### src/rtl/cdb_arbiter.sv
// cdb_arbiter: round-robin arbiter sharing the common data bus among FU results.
// One registered CDB beat with valid/ready backpressure and mispredict flush.
module cdb_arbiter #(
  parameter int NUM_FU  = 4,
  parameter int BW_DATA = 32,
  parameter int BW_TAG  = 5,
  localparam int BW_SRC = $clog2(NUM_FU)
) (
  input  logic                      clk,
  input  logic                      rst_n,
  input  logic                      i_flush,
  input  logic [NUM_FU-1:0]         i_fu_valid,
  input  logic [NUM_FU*BW_TAG-1:0]  i_fu_tag,
  input  logic [NUM_FU*BW_DATA-1:0] i_fu_data,
  output logic [NUM_FU-1:0]         o_fu_ready,
  output logic                      o_cdb_valid,
  output logic [BW_TAG-1:0]         o_cdb_tag,
  output logic [BW_DATA-1:0]        o_cdb_data,
  output logic [BW_SRC-1:0]         o_cdb_src,
  input  logic                      i_cdb_ready
);

  logic [BW_SRC-1:0] ptr;
  logic [BW_SRC-1:0] ptr_nxt;
  logic [BW_SRC-1:0] win;
  logic [BW_SRC:0]   idx;
  logic              found;
  logic              load_en;
  logic              grant;

  assign load_en = ~i_flush & (~o_cdb_valid | i_cdb_ready);

  // Scan from ptr upward; explicit wrap so NUM_FU need not be a power of 2.
  always_comb begin
    found = 1'b0;
    win   = '0;
    idx   = '0;
    for (int k = 0; k < NUM_FU; k++) begin
      idx = {1'b0, ptr} + (BW_SRC+1)'(k);
      if (idx >= (BW_SRC+1)'(NUM_FU))
        idx = idx - (BW_SRC+1)'(NUM_FU);
      if (!found && i_fu_valid[idx[BW_SRC-1:0]]) begin
        found = 1'b1;
        win   = idx[BW_SRC-1:0];
      end
    end
  end

  assign grant = rst_n & load_en & found;

  always_comb begin
    o_fu_ready = '0;
    if (grant)
      o_fu_ready[win] = 1'b1;
  end

  assign ptr_nxt = (win == BW_SRC'(NUM_FU-1)) ? '0 : win + 1'b1;

  always_ff @(posedge clk or negedge rst_n) begin
    if (!rst_n) begin
      ptr <= '0;
    end else if (grant) begin
      ptr <= ptr_nxt;
    end
  end

  always_ff @(posedge clk or negedge rst_n) begin
    if (!rst_n) begin
      o_cdb_valid <= 1'b0;
      o_cdb_tag   <= '0;
      o_cdb_data  <= '0;
      o_cdb_src   <= '0;
    end else if (i_flush) begin
      o_cdb_valid <= 1'b0;
    end else if (load_en) begin
      o_cdb_valid <= grant;
      if (grant) begin
        o_cdb_tag  <= i_fu_tag[win*BW_TAG +: BW_TAG];
        o_cdb_data <= i_fu_data[win*BW_DATA +: BW_DATA];
        o_cdb_src  <= win;
      end
    end
  end

endmodule

### config.mk
export PLATFORM = sky130hd
export DESIGN_NAME = cdb_arbiter
export DESIGN_NICKNAME = d
export VERILOG_FILES = /design/src/rtl/cdb_arbiter.sv
export SDC_FILE = /design/constraint.sdc
export NUM_CORES = 1
export LEC_CHECK = 0
export ABC_AREA = 1
export BUFFER_PORTS_ARGS = -buffer_cell sky130_fd_sc_hd__buf_2
export CELL_PAD_IN_SITES_DETAIL_PLACEMENT = 0
export CELL_PAD_IN_SITES_GLOBAL_PLACEMENT = 1
export CORE_MARGIN = 2
export CORE_UTILIZATION = 26
export DETAILED_ROUTE_END_ITERATION = 10
export PLACE_DENSITY_LB_ADDON = 0.2
export REMOVE_ABC_BUFFERS = 1
export SLEW_MARGIN = 20
export SYNTH_ARGS = -nofsm -noshare
export SYNTH_HDL_FRONTEND = slang
export SYNTH_SLANG_ARGS = --single-unit
### constraint.sdc
create_clock -name clk -period 2.1 [get_ports clk]
set_clock_uncertainty 0.05 [all_clocks]
set_input_delay 0.315 -clock clk [delete_from_list [all_inputs] [get_ports clk]]
set_output_delay 0.315 -clock clk [all_outputs]
set_load 0.02 [all_outputs]
==> results.py <==
metrics = {
    "worst_setup_path": {
        "crit_path_start_kind": "flop",
        "rr_startpoint": "ptr[0]$_DFFE_PN0P_",
        "critical_path.max_fanout": 8,
        "crit_path_end": "o_fu_ready[0]",
        "critPathLaunch": "ptr[0]$_DFFE_PN0P_",
        "critical_path_arrival_ns": 2.00,
        "critical_path_class": "reg -> out",
        "r2r_end": "o_cdb_data[19]$_DFFE_PN0P_",
        "cp-end-kind": "output pin",
        "cpMostUsedCell": "nand2_2",
        "ff2ff_setup_slack_ns": -0.10,
        "slowest_delay_ns": 0.40,
        "slowest_stage": "dfrtp_1",
        "reg2reg_depth": 14,
        "worstPathRequired_ns": 1.74,
        "worstPathCellList": "inv_2 -> nand2_1 -> nand3_2 -> nand2_2 -> nor2_4 -> nand3_4 -> buf_6 -> nand2_8 -> inv_4 -> nand2_2 -> nor2_1 -> buf_4",
    },
    "detailed_routing": {
        "drtIter0Drc": 239,
        "ant_nets": 0,
        "wl_met1_um": 5570,
        "drc_errors": 0,
        "wl_per_cell_um": 13.1,
        "route.vias.total": 4410,
        "wl_um": 13100,
        "wl_met3_um": 665,
        "first_pass_iters": 5,
        "highest_layer": "met4",
        "dr_wl_met2_um": 6680,
        "viasPerCell": 4.44,
    },
    "global_route": {
        "grt_antenna_before_repair": 0,
        "first_global_vias": 4218,
        "grt_usage": 0.165,
        "grt_pass1_wl_um": 19600,
        "grt-ovfl-total": 0,
        "grt_max_degree": 43,
    },
    "clock_tree": {
        "clkTransAtPathRegs_ns": 0.07,
        "clk_latency_ns": 0.29,
        "cts_sinks": 42,
        "cts_tree": "built",
        "cts.htree.levels": 2,
        "cts_hold_buf": 0,
        "cts_max_path_buffers": 2,
        "cts_buffers": 5,
        "cts_root_buf": "clkbuf_16",
    },
    "sta": {
        "fin_ws_ns": -0.261,
        "report.final.slew_viol_count": 0,
        "fin_setup_tns_ns": -2.14,
        "fin_crit_sh": 1.12,
        "fmax_ghz": 0.424,
        "relSlewSlack": 0.631,
        "setup_violations": 22,
        "final-hold-violation-count": 0,
        "rsz0062_at_grt": "yes",
        "layout_min_cycle_time_ns": 2.36,
        "worstMarginPinSlew_ns": 0.553,
    },
    "floorplan": {
        "start_util": 0.266,
        "die_x_um": 120,
        "die_area_sq_um": 14500,
        "coreArea_sq_um": 13200,
        "io-pin-count": 200,
        "rows": 42,
        "fp.dieH_um": 120,
    },
    "logic_synthesis": {
        "synth_top_flop_cell": "dfrtp_1",
        "seq_area_frac_synth": 0.298,
        "synth_area_leaders": "dfrtp_1, nand2_1, nand3_1",
        "synth_warnings": 0,
        "yosysMostFrequentCell": "nand2_1",
        "avgSynthCellArea_sq_um": 5.97,
        "postSynthRegisterBits": 42,
        "yosys.area.top_type": "dfrtp_1",
        "syn_area_sq_um": 3520,
        "synthTopCellsByCount": "nand2_1, inv_1, nand3_1",
        "syn_inst": 590,
        "ys_async_sr_fraction": 1.00,
        "yosysUniqueCellTypes": 25,
        "yosysTopAreaCellShare": 0.298,
        "synth_edf_count": 0,
    },
    "power_and_ir_drop": {
        "ir_worst_vdd_mv": 0.898,
        "p_leak_nw": 3.38,
        "power_frac_seq": 0.132,
        "switching_power_w": 0.00524,
        "pwr-share-clk": 0.095,
        "power.density_nw_per_um2": 1960,
        "power_w": 0.0108,
        "intPower_w": 0.00554,
        "p_sw_frac": 0.486,
        "combPwrFrac": 0.773,
    },
    "final_layout": {
        "num-fill-cells": 1455,
        "fin_nets": 974,
        "area_delta_synth_final_pct": 56.4,
        "drive_above_1_share": 0.388,
        "final_util": 0.416,
        "n_antenna_cell": 0,
        "fin_area_sq_um": 5510,
    },
    "placement": {
        "pre_cts_slack_ns": -0.152,
        "gp_congestion": 0.834,
        "place_hpwl_um": 9480,
        "placed_area_sq_um": 4910,
        "port_buffers": 199,
    },
    "hold_path": {
        "worstHoldPathType": "in -> async",
    },
    "run_status": {
        "violations": "setup timing",
        "status": "complete, but fails checks",
    },
    "flow_run": {
        "max_cap_violations": 0,
    },
}
repair_timing:
action	CTS	global route
cloned	0	7
setup endpoints to repair	42	43
gates resized for setup	31	37
setup buffers	6	0
hold endpoints to repair	0	0
pin swaps	5	6
placed cells by master, fill, tap and decap left out, types with 2 or more instances in the layout:
cell,instances
buf_12,5
nand2_2,16
nor2_4,2
nand3_1,108
nor2_1,6
nand3_4,3
buf_2,195
bufinv_16,2
clkbuf_16,9
buf_4,36
nand2_1,192
o21ai_0,2
nor2_2,2
nand2_4,2
inv_1,119
dfrtp_1,41
nand3_2,12
inv_2,6
inv_4,2
buf_8,3
or2_1,11
buf_6,11
o211ai_1,18
or2_2,7
power by group through the flow:
| stage | Clock, W | Sequential, W | Combinational [W] |
|---|---|---|---|
| final | 0.00103 | 0.00143 | 0.00833 |
| after global routing | 0.00109 | 0.00148 | 0.00920 |
| after CTS | 0.00105 | 0.00143 | 0.00714 |
| after detailed placement | 0 | 0.00143 | 0.00677 |
| after global placement | 0 | 0.00143 | 0.00672 |
| after floorplan | 0 | 0.00188 | 0.00311 |
worst max-delay path, delay by kind of cell (launching register included):
family        cells  cell delay, ns
simple gates      8            0.82
buf+inv           4            0.49
flops             1            0.40
area by class of cell:
type | count | area, sq um | share of cell area
Multi-Input combinational cell | 387 | 1950 | 0.353
Timing Repair Buffer | 254 | 1620 | 0.293
Sequential cell | 42 | 1050 | 0.191
Inverter | 127 | 482 | 0.0874
Tap cell | 176 | 220 | 0.0400
Clock buffer | 5 | 125 | 0.0227
Clock inverter | 3 | 68.8 | 0.0125
state kept, by name, summed over array words and instances, names as in the netlist:
| signal | flops |
|---|---|
| ptr | 2 |
| o_cdb_tag | 5 |
| o_cdb_data | 32 |
| o_cdb_valid | 1 |
| o_cdb_src | 2 |
per-layer routing:
| layer | global-route usage | up-vias |
|---|---|---|
| li1 | - | 2243 |
| met1 | 0.202 | 2032 |
| met2 | 0.305 | 125 |
| met3 | 0.0217 | 10 |
| met4 | 0.0371 | 0 |
| met5 | 0 | - |
through the flow:
stage                     hold slack [ns]  instances
after floorplan                   -0.0306        556
after global placement              0.408        973
after detailed placement            0.411        973
after CTS                           0.127        987
after global routing                0.153        994
final                               0.105        994
how the worst min path moves through the flow:
stage	to	slack (ns)	cells after the start
floorplan	o_cdb_data[0]$_DFFE_PN0P_	-0.03	0
global placement	o_cdb_src[1]$_DFFE_PN0P_	0.41	2
detailed placement	o_cdb_data[16]$_DFFE_PN0P_	0.41	2
CTS	o_cdb_data[13]$_DFFE_PN0P_	0.13	2
global route	o_cdb_tag[4]$_DFFE_PN0P_	0.15	2
finish	o_cdb_data[24]$_DFFE_PN0P_	0.11	2
cells by family after synthesis:
kind of cell             synth area share
flip-flops                          0.298
AND/OR/NAND/NOR                     0.459
AO/OA/AOI/OAI                      0.0455
buffers and inverters               0.194
adder cells (fa/ha/maj)           0.00355
(Power assumes the default switching activity.)
